==> config.mk <==
export PLATFORM = sky130hd
export DESIGN_NAME = stack_calc_ctrl
export DESIGN_NICKNAME = d
export VERILOG_FILES = /design/src/rtl/stack_calc_ctrl.sv
export SDC_FILE = /design/constraint.sdc
export NUM_CORES = 1
export LEC_CHECK = 0
export BUFFER_PORTS_ARGS = -buffer_cell sky130_fd_sc_hd__buf_2
export CAP_MARGIN = 10
export CORE_MARGIN = 2
export CORE_UTILIZATION = 54
export CTS_BUF_LIST = sky130_fd_sc_hd__clkbuf_16
export CTS_CLUSTER_SIZE = 20
export DETAILED_ROUTE_END_ITERATION = 8
export PLACE_DENSITY_LB_ADDON = 0.15
export SLEW_MARGIN = 15
export SYNTH_ARGS = -nofsm -noshare
export SYNTH_HDL_FRONTEND = slang
export SYNTH_SLANG_ARGS = --single-unit
==> constraint.sdc <==
create_clock -name clk -period 5.2 [get_ports clk]
set_input_delay 1.04 -clock clk [delete_from_list [all_inputs] [get_ports clk]]
set_output_delay 1.04 -clock clk [all_outputs]
set_load 0.01 [all_outputs]
==> src/rtl/stack_calc_ctrl.sv <==
`default_nettype none
// stack_calc_ctrl: token-driven infix calculator sequencer ('*','/' bind tighter than '+','-')
// that drives an external req/ack ALU.  Rev 1.0
module stack_calc_ctrl #(
  parameter int MAX_DIGITS = 9
) (
  input  logic        clk,
  input  logic        reset_n,
  input  logic        tok_valid,
  input  logic [3:0]  tok,
  output logic        tok_ready,
  output logic        alu_req,
  output logic [1:0]  alu_op,
  output logic [31:0] alu_a,
  output logic [31:0] alu_b,
  input  logic        alu_ack,
  input  logic [31:0] alu_result,
  input  logic        alu_err,
  output logic [31:0] result,
  output logic        result_valid,
  output logic        error,
  output logic        busy,
  output logic [2:0]  state
);

  localparam int                 C_CNT_W   = $clog2(MAX_DIGITS + 1);
  localparam logic [C_CNT_W-1:0] C_MAX_CNT = C_CNT_W'(MAX_DIGITS);
  localparam logic [3:0] C_TOK_ADD = 4'hA;
  localparam logic [3:0] C_TOK_SUB = 4'hB;
  localparam logic [3:0] C_TOK_MUL = 4'hC;
  localparam logic [3:0] C_TOK_DIV = 4'hD;
  localparam logic [3:0] C_TOK_CLR = 4'hF;

  typedef enum logic [2:0] {
    S_OPND    = 3'd0,
    S_MUL_REQ = 3'd1,
    S_ADD_REQ = 3'd2,
    S_DONE    = 3'd3,
    S_ERR     = 3'd4
  } state_t;

  state_t               state_q, state_d;
  logic [31:0]          acc_q, acc_d, term_q, term_d, num_q, num_d;
  logic                 add_op_q, add_op_d;           // 0 '+', 1 '-'
  logic [1:0]           mul_op_q, mul_op_d;           // 00 none, 10 mul, 11 div
  logic                 have_digit_q, have_digit_d;
  logic [C_CNT_W-1:0]   digit_cnt_q, digit_cnt_d;
  logic [3:0]           pend_q, pend_d;
  logic                 alu_req_q, alu_req_d;
  logic [1:0]           alu_op_q, alu_op_d;
  logic [31:0]          alu_a_q, alu_a_d, alu_b_q, alu_b_d;
  logic [31:0]          result_q, result_d;
  logic                 result_valid_q, result_valid_d;
  logic                 error_q, error_d;

  logic w_is_digit, w_is_muldiv, w_is_clr, w_pend_muldiv, w_pend_addsub, w_accept, w_ack;
  logic clr_all, new_digit;

  assign w_is_digit    = (tok <= 4'd9);
  assign w_is_muldiv   = (tok == C_TOK_MUL) || (tok == C_TOK_DIV);
  assign w_is_clr      = (tok == C_TOK_CLR);
  assign w_pend_muldiv = (pend_q == C_TOK_MUL) || (pend_q == C_TOK_DIV);
  assign w_pend_addsub = (pend_q == C_TOK_ADD) || (pend_q == C_TOK_SUB);
  assign tok_ready     = (state_q == S_OPND) || (state_q == S_DONE) || (state_q == S_ERR);
  assign w_accept      = tok_valid && tok_ready;
  assign w_ack         = alu_ack && alu_req_q;

  always_comb begin
    state_d        = state_q;
    acc_d          = acc_q;
    term_d         = term_q;
    num_d          = num_q;
    add_op_d       = add_op_q;
    mul_op_d       = mul_op_q;
    have_digit_d   = have_digit_q;
    digit_cnt_d    = digit_cnt_q;
    pend_d         = pend_q;
    alu_req_d      = alu_req_q;
    alu_op_d       = alu_op_q;
    alu_a_d        = alu_a_q;
    alu_b_d        = alu_b_q;
    result_d       = result_q;
    result_valid_d = result_valid_q;
    error_d        = error_q;
    clr_all        = 1'b0;
    new_digit      = 1'b0;

    case (state_q)
      S_OPND: begin
        if (w_accept) begin
          if (w_is_clr) begin
            clr_all = 1'b1;
          end else if (w_is_digit) begin
            if (digit_cnt_q < C_MAX_CNT) begin
              num_d        = num_q * 32'd10 + {28'd0, tok};
              have_digit_d = 1'b1;
              digit_cnt_d  = digit_cnt_q + C_CNT_W'(1);
            end
          end else if (have_digit_q) begin
            // A pending '*'/'/' must be reduced before anything else happens.
            if (mul_op_q != 2'b00) begin
              pend_d    = tok;
              state_d   = S_MUL_REQ;
              alu_req_d = 1'b1;
              alu_op_d  = mul_op_q;
              alu_a_d   = term_q;
              alu_b_d   = num_q;
            end else begin
              term_d = num_q;
              if (w_is_muldiv) begin
                mul_op_d     = {1'b1, tok[0]};
                num_d        = '0;
                have_digit_d = 1'b0;
                digit_cnt_d  = '0;
              end else begin
                pend_d    = tok;
                state_d   = S_ADD_REQ;
                alu_req_d = 1'b1;
                alu_op_d  = {1'b0, add_op_q};
                alu_a_d   = acc_q;
                alu_b_d   = num_q;
              end
            end
          end
        end
      end
      S_MUL_REQ: begin
        if (w_ack) begin
          alu_req_d = 1'b0;
          if (alu_err) begin
            error_d = 1'b1;
            state_d = S_ERR;
          end else begin
            term_d = alu_result;
            if (w_pend_muldiv) begin
              mul_op_d     = {1'b1, pend_q[0]};
              num_d        = '0;
              have_digit_d = 1'b0;
              digit_cnt_d  = '0;
              state_d      = S_OPND;
            end else begin
              // Back-to-back request: the product goes straight into the sum.
              state_d   = S_ADD_REQ;
              alu_req_d = 1'b1;
              alu_op_d  = {1'b0, add_op_q};
              alu_a_d   = acc_q;
              alu_b_d   = alu_result;
            end
          end
        end
      end
      S_ADD_REQ: begin
        if (w_ack) begin
          alu_req_d = 1'b0;
          if (alu_err) begin
            error_d = 1'b1;
            state_d = S_ERR;
          end else begin
            acc_d    = alu_result;
            mul_op_d = 2'b00;
            if (w_pend_addsub) begin
              add_op_d     = pend_q[0];
              num_d        = '0;
              have_digit_d = 1'b0;
              digit_cnt_d  = '0;
              state_d      = S_OPND;
            end else begin
              result_d       = alu_result;
              result_valid_d = 1'b1;
              state_d        = S_DONE;
            end
          end
        end
      end
      S_DONE: begin
        if (w_accept) begin
          if (w_is_clr) begin
            clr_all = 1'b1;
          end else if (w_is_digit) begin
            clr_all   = 1'b1;
            new_digit = 1'b1;
          end
        end
      end
      S_ERR: begin
        if (w_accept && w_is_clr) clr_all = 1'b1;
      end
      default: state_d = S_OPND;
    endcase

    if (clr_all) begin
      state_d        = S_OPND;
      acc_d          = '0;
      term_d         = '0;
      num_d          = '0;
      add_op_d       = 1'b0;
      mul_op_d       = 2'b00;
      have_digit_d   = 1'b0;
      digit_cnt_d    = '0;
      pend_d         = '0;
      alu_req_d      = 1'b0;
      alu_op_d       = 2'b00;
      alu_a_d        = '0;
      alu_b_d        = '0;
      result_d       = '0;
      result_valid_d = 1'b0;
      error_d        = 1'b0;
    end
    if (new_digit) begin
      num_d        = {28'd0, tok};
      have_digit_d = 1'b1;
      digit_cnt_d  = C_CNT_W'(1);
    end
  end

  always_ff @(posedge clk or negedge reset_n) begin
    if (!reset_n) begin
      state_q        <= S_OPND;
      acc_q          <= '0;
      term_q         <= '0;
      num_q          <= '0;
      add_op_q       <= 1'b0;
      mul_op_q       <= 2'b00;
      have_digit_q   <= 1'b0;
      digit_cnt_q    <= '0;
      pend_q         <= '0;
      alu_req_q      <= 1'b0;
      alu_op_q       <= 2'b00;
      alu_a_q        <= '0;
      alu_b_q        <= '0;
      result_q       <= '0;
      result_valid_q <= 1'b0;
      error_q        <= 1'b0;
    end else begin
      state_q        <= state_d;
      acc_q          <= acc_d;
      term_q         <= term_d;
      num_q          <= num_d;
      add_op_q       <= add_op_d;
      mul_op_q       <= mul_op_d;
      have_digit_q   <= have_digit_d;
      digit_cnt_q    <= digit_cnt_d;
      pend_q         <= pend_d;
      alu_req_q      <= alu_req_d;
      alu_op_q       <= alu_op_d;
      alu_a_q        <= alu_a_d;
      alu_b_q        <= alu_b_d;
      result_q       <= result_d;
      result_valid_q <= result_valid_d;
      error_q        <= error_d;
    end
  end

  assign alu_req      = alu_req_q;
  assign alu_op       = alu_op_q;
  assign alu_a        = alu_a_q;
  assign alu_b        = alu_b_q;
  assign result       = result_q;
  assign result_valid = result_valid_q;
  assign error        = error_q;
  assign busy         = (state_q == S_MUL_REQ) || (state_q == S_ADD_REQ);
  assign state        = state_q;

endmodule
`default_nettype wire

# Word-level counts from Yosys, hierarchy flattened

Index checks and enable logic that the tools add are counted.

Register bits after elaboration: 212
Input bits: 41
Output and inout port bits: 106
Word-level logic and storage cells: 267

Add/sub/neg operators: 2
Multiply operators: 1
Order comparisons: 2
Equality and inequality tests: 42
Multiplexer cells: 168
Reductions and logical operators: 36

Operator list:

| cell                                               | count |
|---|---|
| two-way mux 32 bit                                 | 50 |
| case mux 32 bit (2 select lines)                   | 3 |
| case mux 32 bit (3 select lines)                   | 1 |
| two-way mux 4 bit                                  | 23 |
| two-way mux 1 bit                                  | 49 |
| two-way mux 2 bit                                  | 24 |
| != test 3 bit, second input constant               | 12 |
| two-way mux 3 bit                                  | 11 |
| adder 32 x 4 -> 32 bit                             | 1 |
| multiplier 32 x 3 -> 31 bit, second input constant | 1 |
| != test 4 bit, second input constant               | 8 |
| == test 4 bit, second input constant               | 7 |
| AND reduction 8 bit                                | 3 |
| nonzero test 2 bit                                 | 9 |
| != test 5 bit, second input constant               | 3 |
| AND reduction 13 bit                               | 1 |
| case mux 3 bit (4 select lines)                    | 1 |
| case mux 4 bit (3 select lines)                    | 1 |
| AND reduction 12 bit                               | 1 |
| != test 2 x 1 -> 1 bit, second input constant      | 5 |
| AND reduction 10 bit                               | 1 |
| case mux 1 bit (3 select lines)                    | 3 |
| AND reduction 9 bit                                | 1 |
| AND reduction 4 bit                                | 2 |
| other kinds (20)                                   | 30 |

# Longest topological paths before layout

Gate-level depths: netlist of the first run.

Word-level depth: 11
Gate-level depth with buffers: 13
Gate-level depth less buffers: 13

# Least setup slack after synthesis of the first run

OpenSTA, ideal clock, no wires.

Path type: register to register
Start point: reg num_q[1]
End point: reg num_q[31]
Library setup time: 130 ps
Data arrival time: 3,315 ps
Required time: 5,070 ps
Path slack: 1,754 ps
Stages on the path, launching flop included: 14
Buffers on the path: 0
Clock period less this slack: 3,446 ps
Cell sequence: dfrtp_1 ha_1 ha_1 fa_1 a211oi_2 o21a_2 a21oi_1 o21ai_0 nand3_2 nor4_4 and4bb_4 nand3b_1 xnor2_1 o21ai_1

Word-level cells in the longest chain between the ends: 9

RTL lines:

| element                          | RTL line | RTL |
|---|---|---|
| start, declared                  | 43       | `logic [31:0] acc_q, acc_d, term_q, term_d, num_q, num_d;` |
| start signal, assigned           | 238      | `num_q <= num_d;` |
| multiplier 32 x 3 -> 31 bit      | 95       | `num_d = num_q * 32'd10 + {28'd0, tok};` |
| adder 32 x 4 -> 32 bit           | 95       |  |
| two-way mux 32 bit               | 94       | `if (digit_cnt_q < C_MAX_CNT) begin` |
| two-way mux 32 bit               | 93       | `end else if (w_is_digit) begin` |
| two-way mux 32 bit               | 91       | `if (w_is_clr) begin` |
| two-way mux 32 bit               | 90       | `if (w_accept) begin` |
| case mux 32 bit (3 select lines) | 88       | `case (state_q)` |
| two-way mux 32 bit               | 191      | `if (clr_all) begin` |
| two-way mux 32 bit               | 209      | `if (new_digit) begin` |

No other way between the ends. The select of a mux whose other input is x is not followed.
A chain may end at the register's enable or synchronous reset.

# Worst setup path in the final report of the first run

Ends and elaborated chain as after synthesis.

==> run_results.csv, run 1 <==
group,metric,value,unit
floorplanning,design.core.area,21800,sq um
sta,drv_slew,0,
run_status,outcome,"complete, no violations",
power_and_ir_drop,power.static_leakage,6.55,nW
routing,wirelength,30900,um
setup_path,critical_path.max_fanout,5,
synth,synth.net_count,1450,
global_routing,grt_pass1_vias,9737,
place,gp_routability_congestion,0.909,
global_routing,global_route.usage.total,26.5,%
power_and_ir_drop,power.density,556,nW/um^2
sta,post-route-period-util,72.9,%
cts,cts-buffers-inserted,23,
synth,post_synth_num_cell_types,81,
floorplanning,initial_core_util,54.9,%
floorplanning,die-height,153,um
setup_path,worstReg2RegStart,"num_q[1]",
synth,syn_area,11900,sq um
setup_path,worstPathCellList,"ha_1, ha_1, fa_1, a211oi_2, o21a_2, a21oi_1, o21ai_0, nand3_2, nor4_4, and4bb_4, nand3b_1, xnor2_1, o21ai_1",
place,port-buffer-count,146,
sta,max_freq,264,MHz
synth,netlist_instances,1347,
sta,tns,0,ns
synth,synth.yosys.warnings,0,
floorplanning,boundaryPins,147,
worst_hold_path,worstHoldPathType,"reg2reg",
cells_and_area,layout.cells.most_common,"sky130_fd_sc_hd__nand2_1",
cells_and_area,multi_input_area,6310,sq um
setup_path,longest_individual_stage_delay_on_the_worst_path,0.44,ns
synth,async_reset_ff_share,100,%
cts,clockBufferDepth,3,
synth,yosysSeqAreaShare,44.4,%
cells_and_area,final-seq-area,5310,sq um
routing,1st_iter_drt_viols,711,
global_routing,grt-ovfl-total,0,
sta,timing.final.setup_violations,0,
sta,timing.slew.headroom,35.7,%
cts,ctsHtreeMaxLevel,1,
setup_path,cp_common_cell,"sky130_fd_sc_hd__ha_1",
routing,drcViolationCount,0,
setup_path,crit_path_end_kind,"register",
sta,hold_viol_final,0,
synth,syn_avg_cell_area,8.87,sq um
routing,drtPass1Iterations,5,
global_routing,grt_pass1_wl,51400,um
setup_path,critPathSlowestCell,"sky130_fd_sc_hd__dfrtp_1",
floorplanning,die-area,23300,sq um
sta,final_period_minus_worst_setup_slack,3.79,ns
setup_path,worst_setup_path_startpoint,"num_q[1]",
setup_path,r2r_slack,1.41,ns
sta,worst_hold_slack,0.469,ns
cts,clock_slew_at_reported_path_ffs,0.06,ns
synth,postSynthRegisterBits,212,
cells_and_area,layout.nets,1550,
routing,vias_per_cell,5.87,
setup_path,crit_end,"num_q[31]",
synth,synth_ff_type,"sky130_fd_sc_hd__dfrtp_1",
cts,cell_chosen_for_the_clock_root,"sky130_fd_sc_hd__clkbuf_16",
sta,timing.clock.skew,0.00770,ns
routing,drt_antenna_net_count,0,
cts,postCtsHoldBufs,0,
cts,cts_resized,0,
global_routing,antenna_found_initial,0,
cells_and_area,growth_of_design_area_from_synthesis_to_finish,13.3,%
floorplanning,num_rows,54,
setup_path,timing_worst_setup_path_type,"reg2reg",
setup_path,critical_path_required,5.55,ns
flow_run,max_cap_viol_count,0,
floorplanning,die_width,153,um
global_routing,grt_max_degree,104,
setup_path,reg2regPathDepth,13,
setup_path,arrival,4.14,ns
routing,avgRoutedWirePerCell,17.7,um
sta,tightestPinTransition,0.963,ns
cts,count_of_buffers_added_by_post_cts_timing_repair_for_setup,0,
setup_path,timing.critical_path.from_type,"register",
cells_and_area,layout_cells_sized_above_1,15.5,%
setup_path,reg2reg_to,"num_q[31]",
cts,tritoncts,"built",
cells_and_area,layout.filler_cells,1922,
cts,clkLatencyLatePin,0.49,ns
routing,routed-via-count,10200,
sta,rsz_0062_raised_after_global_routing,"false",
cells_and_area,insertedDiodeCount,0,
cts,numClockSinks,212,
place,final_hpwl_dp,22100,um
power_and_ir_drop,vdd.ir_drop.worst,0.333,mV
cells_and_area,most-common-layout-cells,"291 x sky130_fd_sc_hd__nand2_1, 212 x sky130_fd_sc_hd__dfrtp_1, 163 x sky130_fd_sc_hd__a21oi_1",
synth,synth_enable_flop_cells,0,
==> sequential cells by signal, indices dropped and copies added (netlist names) <==
signal	count
alu_b	32
error	1
state	3
result	32
alu_a	32
num_q	32
alu_req	1
result_valid	1
digit_cnt_q	4
alu_op	2
acc_q	32
pend_q	4
mul_op_q	2
have_digit_q	1
term_q	32
add_op_q	1
==> layer usage <==
metal  vias to the layer above  GRT usage [%]  share of wire, %
met2                       344           41.1                45
li1                       4948              -                 -
met1                      4879           39.6                46
met5                         -              0                 0
met3                        53           3.38               6.5
met4                         0           6.70               2.3
==> worst max-delay path: cells and delay by family, from the launching register on <==
family,cells,cell delay (ns)
compound gates,5,1.04
simple gates,4,1.03
xor+xnor,1,0.15
fa+ha+maj,3,1.00
flops,1,0.44
==> area by class of cell <==
class | instances | share of cell area, %
clock buffers | 23 | 4.25
clock inverters | 17 | 0.721
inverters | 9 | 0.249
multi-input cells | 1040 | 46.6
flip-flops and latches | 212 | 39.2
well taps | 280 | 2.59
repair buffers | 161 | 6.39
==> worst min path at each step <==
| stage | startpoint | endpoint | slack (ns) | cells after the start |
|---|---|---|---|---|
| 3_5_place_dp | alu_a[30] | alu_a[30] | 0.46 | 2 |
| 3_3_place_gp | alu_a[30] | alu_a[30] | 0.45 | 2 |
| 5_1_grt | alu_a[9] | alu_a[9] | 0.49 | 2 |
| 4_1_cts | alu_a[30] | alu_a[30] | 0.47 | 2 |
| 2_1_floorplan | num_q[31] | num_q[31] | 0.45 | 2 |
| 6_report | alu_a[8] | alu_a[8] | 0.47 | 2 |
==> cells in the mapped netlist (all sizes together) (8+ instances only) <==
master | number | share of area, %
nor2 | 86 | 2.7
o21ai | 103 | 4.3
dfrtp | 212 | 44
and2 | 8 | 0.42
clkbuf | 69 | 2.2
a21oi | 166 | 7.0
nor3 | 10 | 0.56
ha | 60 | 6.3
a21o | 14 | 0.89
mux2i | 35 | 2.9
nand4 | 11 | 0.70
a211oi | 13 | 0.94
nand2 | 291 | 9.1
and3 | 40 | 2.1
o31ai | 40 | 2.5
buf | 17 | 0.70
inv | 9 | 0.28
xnor2 | 25 | 2.0
xor2 | 21 | 1.6
nand3 | 16 | 0.75
==> metrics by stage <==
step                      power, mW  setup slack (ns)  cell area, sq um  utilization [%]  std cells
after floorplan                5.03              1.75             11900                -       1347
after global placement         5.98              1.45             12900             59.1       1702
after detailed placement       6.07              1.42             12900             59.1       1702
after CTS                      7.55              1.39             13500             62.2       1742
after global routing           8.10              1.13             13500             62.2       1742
final                          7.53              1.41             13500             62.2       1742
==> report_power, final <==
part	switching, mW	internal (mW)	total (mW)
logic	2.06	1.22	3.29
clock network	0.627	0.846	1.47
registers	0.421	2.35	2.77
==> kinds of logic after synthesis <==
family / count (synthesis) / synth area share [%]
AND/OR/NAND/NOR: 503 / 19.2
AO/OA/AOI/OAI: 391 / 19.8
flip-flops: 212 / 44.4
buffers and inverters: 95 / 3.15
adder cells (fa/ha/maj): 63 / 6.70
XOR/XNOR: 46 / 3.56
multiplexers: 37 / 3.12
Note: power is estimated with default switching activity, not from simulation.
==> run 2, diff against run 1 <==
==> constraint.sdc (replaced) <==
create_clock -name clk -period 3.65 [get_ports clk]
set_input_delay 0.73 -clock clk [delete_from_list [all_inputs] [get_ports clk]]
set_output_delay 0.73 -clock clk [all_outputs]
set_load 0.01 [all_outputs]
==> run_results.csv, run 2 (synthesis results as in run 1) <==
group,metric,value,unit
floorplanning,die-area,23300,sq um
sta,hold_viol_final,0,
routing,vias_per_cell,5.88,
cells_and_area,layout.cells.most_common,"sky130_fd_sc_hd__nand2_1",
setup_path,worstReg2RegStart,"num_q[7]",
setup_path,crit_path_end_kind,"register",
global_routing,grt_max_degree,107,
setup_path,reg2reg_to,"num_q[28]",
setup_path,worstPathCellList,"ha_1, ha_2, a21oi_4, o211ai_1, a221oi_2, buf_4, xnor2_2, nand2_2, nor4_4, nor3b_4, and3_1, xnor2_1, o21ai_1",
setup_path,r2r_slack,0.14,ns
floorplanning,num_rows,54,
floorplanning,design.core.area,21800,sq um
sta,final_period_minus_worst_setup_slack,3.51,ns
cts,postCtsHoldBufs,0,
cells_and_area,most-common-layout-cells,"289 x sky130_fd_sc_hd__nand2_1, 209 x sky130_fd_sc_hd__dfrtp_1, 158 x sky130_fd_sc_hd__a21oi_1",
routing,drcViolationCount,0,
sta,tightestPinTransition,0.821,ns
floorplanning,initial_core_util,54.9,%
place,dp_worst_setup_slack,-0.0302,ns
cts,clkLatencyLatePin,0.49,ns
sta,timing.clock.skew,0.0159,ns
power_and_ir_drop,vdd.ir_drop.worst,0.640,mV
routing,1st_iter_drt_viols,798,
cts,ctsHtreeMaxLevel,1,
global_routing,grt-ovfl-total,0,
routing,routed-via-count,10400,
setup_path,timing_worst_setup_path_type,"reg2reg",
floorplanning,die-height,153,um
place,port-buffer-count,146,
routing,route.met3.wl,2010,um
routing,drtPass1Iterations,5,
routing,drt_antenna_net_count,0,
sta,final_critical_path_setup_slack,0.143,ns
cts,tritoncts,"built",
routing,met2_length,14100,um
setup_path,critPathSlowestCell,"sky130_fd_sc_hd__dfrtp_1",
floorplanning,boundaryPins,147,
floorplanning,die_width,153,um
routing,avgRoutedWirePerCell,17.8,um
cells_and_area,insertedDiodeCount,0,
routing,wirelength,31500,um
global_routing,antenna_found_initial,0,
setup_path,reg2regPathDepth,13,
setup_path,timing.critical_path.from_type,"register",
global_routing,grt_pass1_vias,9777,
cts,clockBufferDepth,3,
worst_hold_path,worstHoldPathType,"in2async",
cells_and_area,final-seq-area,5310,sq um
setup_path,arrival,3.87,ns
power_and_ir_drop,power.density,787,nW/um^2
setup_path,critical_path_required,4.01,ns
sta,max_freq,285,MHz
sta,post-route-period-util,96.1,%
cells_and_area,layout_cells_sized_above_1,19.4,%
place,final_hpwl_dp,22500,um
setup_path,critical_path.max_fanout,6,
cells_and_area,multi_input_area,6500,sq um
setup_path,longest_individual_stage_delay_on_the_worst_path,0.43,ns
sta,drv_slew,0,
cts,numClockSinks,212,
power_and_ir_drop,power.static_leakage,6.69,nW
cells_and_area,final_core_util,64.1,%
cts,clock_slew_at_reported_path_ffs,0.06,ns
place,gp_routability_congestion,0.899,
routing,top_layer,"met4",
cells_and_area,final_cells,1768,
sta,tns,0,ns
sta,timing.slew.headroom,45.3,%
global_routing,grt_pass1_wl,51300,um
place,place.detailed.instances,1724,
routing,detail_route.wirelength.met1,14700,um
flow_run,max_cap_viol_count,0,
cts,cell_chosen_for_the_clock_root,"sky130_fd_sc_hd__clkbuf_16",
cells_and_area,layout.nets,1578,
global_routing,global_route.usage.total,26.4,%
run_status,outcome,"complete, no violations",
cells_and_area,layout.filler_cells,1810,
cells_and_area,growth_of_design_area_from_synthesis_to_finish,16.8,%
sta,timing.final.setup_violations,0,
sta,rsz_0062_raised_after_global_routing,"true",
cts,cts-buffers-inserted,22,
==> run 2: what timing repair did <==
item                                    4_1_cts  5_1_grt
endpoints found under the hold margin         0        0
buffers inserted                              0        7
resized for setup                             1       43
pin swaps                                     0       19
endpoints found under the setup margin        2       11
==> run 2: routing by layer <==
layer	GRT usage [%]	vias up
li1	-	5015
met1	40.1	4975
met2	40.9	362
met3	2.76	39
met4	6.13	0
met5	0	-
==> run 2: area by class of cell <==
type / count / share of cell area, %
multi-input cells: 1040 / 46.6
flip-flops and latches: 212 / 38.0
repair buffers: 190 / 8.03
clock buffers: 23 / 4.12
well taps: 280 / 2.51
clock inverters: 14 / 0.466
inverters: 9 / 0.242
==> run 2: per-stage QoR <==
| step | hold slack (ns) | total power [mW] | instance area (sq um) |
|---|---|---|---|
| final | 0.345 | 11.0 | 14000 |
| after global routing | 0.393 | 11.8 | 14000 |
| after floorplan | 0.434 | 7.17 | 11900 |
| after detailed placement | 0.461 | 8.77 | 13100 |
| after global placement | 0.455 | 8.63 | 13100 |
| after CTS | 0.377 | 10.8 | 13700 |
==> run 2: worst max-delay path by stage <==
stage | cells past startpoint | slack (ns) | from | end
3_3_place_gp | 13 | 0.09 | num_q[3] | num_q[28]
5_1_grt | 14 | -0.01 | num_q[3] | num_q[28]
4_1_cts | 14 | 0.006 | num_q[3] | num_q[28]
3_5_place_dp | 13 | -0.03 | num_q[3] | num_q[28]
6_report | 13 | 0.14 | num_q[7] | num_q[28]
2_1_floorplan | 13 | 0.20 | num_q[1] | num_q[31]
==> run 2: power by group <==
group / internal, mW / switching [mW]
sequential: 3.35 / 0.605
clock: 1.13 / 0.874
combinational: 1.97 / 3.05
==> run 2: worst max-delay path, delay by kind of cell (launching register included) <==
| family | cells | cell delay [ns] |
|---|---|---|
| DFF | 1 | 0.43 |
| adders and majority gates | 2 | 0.69 |
| xor gates and xnor gates | 2 | 0.26 |
| and+or+nand+nor | 4 | 0.95 |
| AOI/OAI and AO/OA | 4 | 0.85 |
| buffers and inverters | 1 | 0.21 |
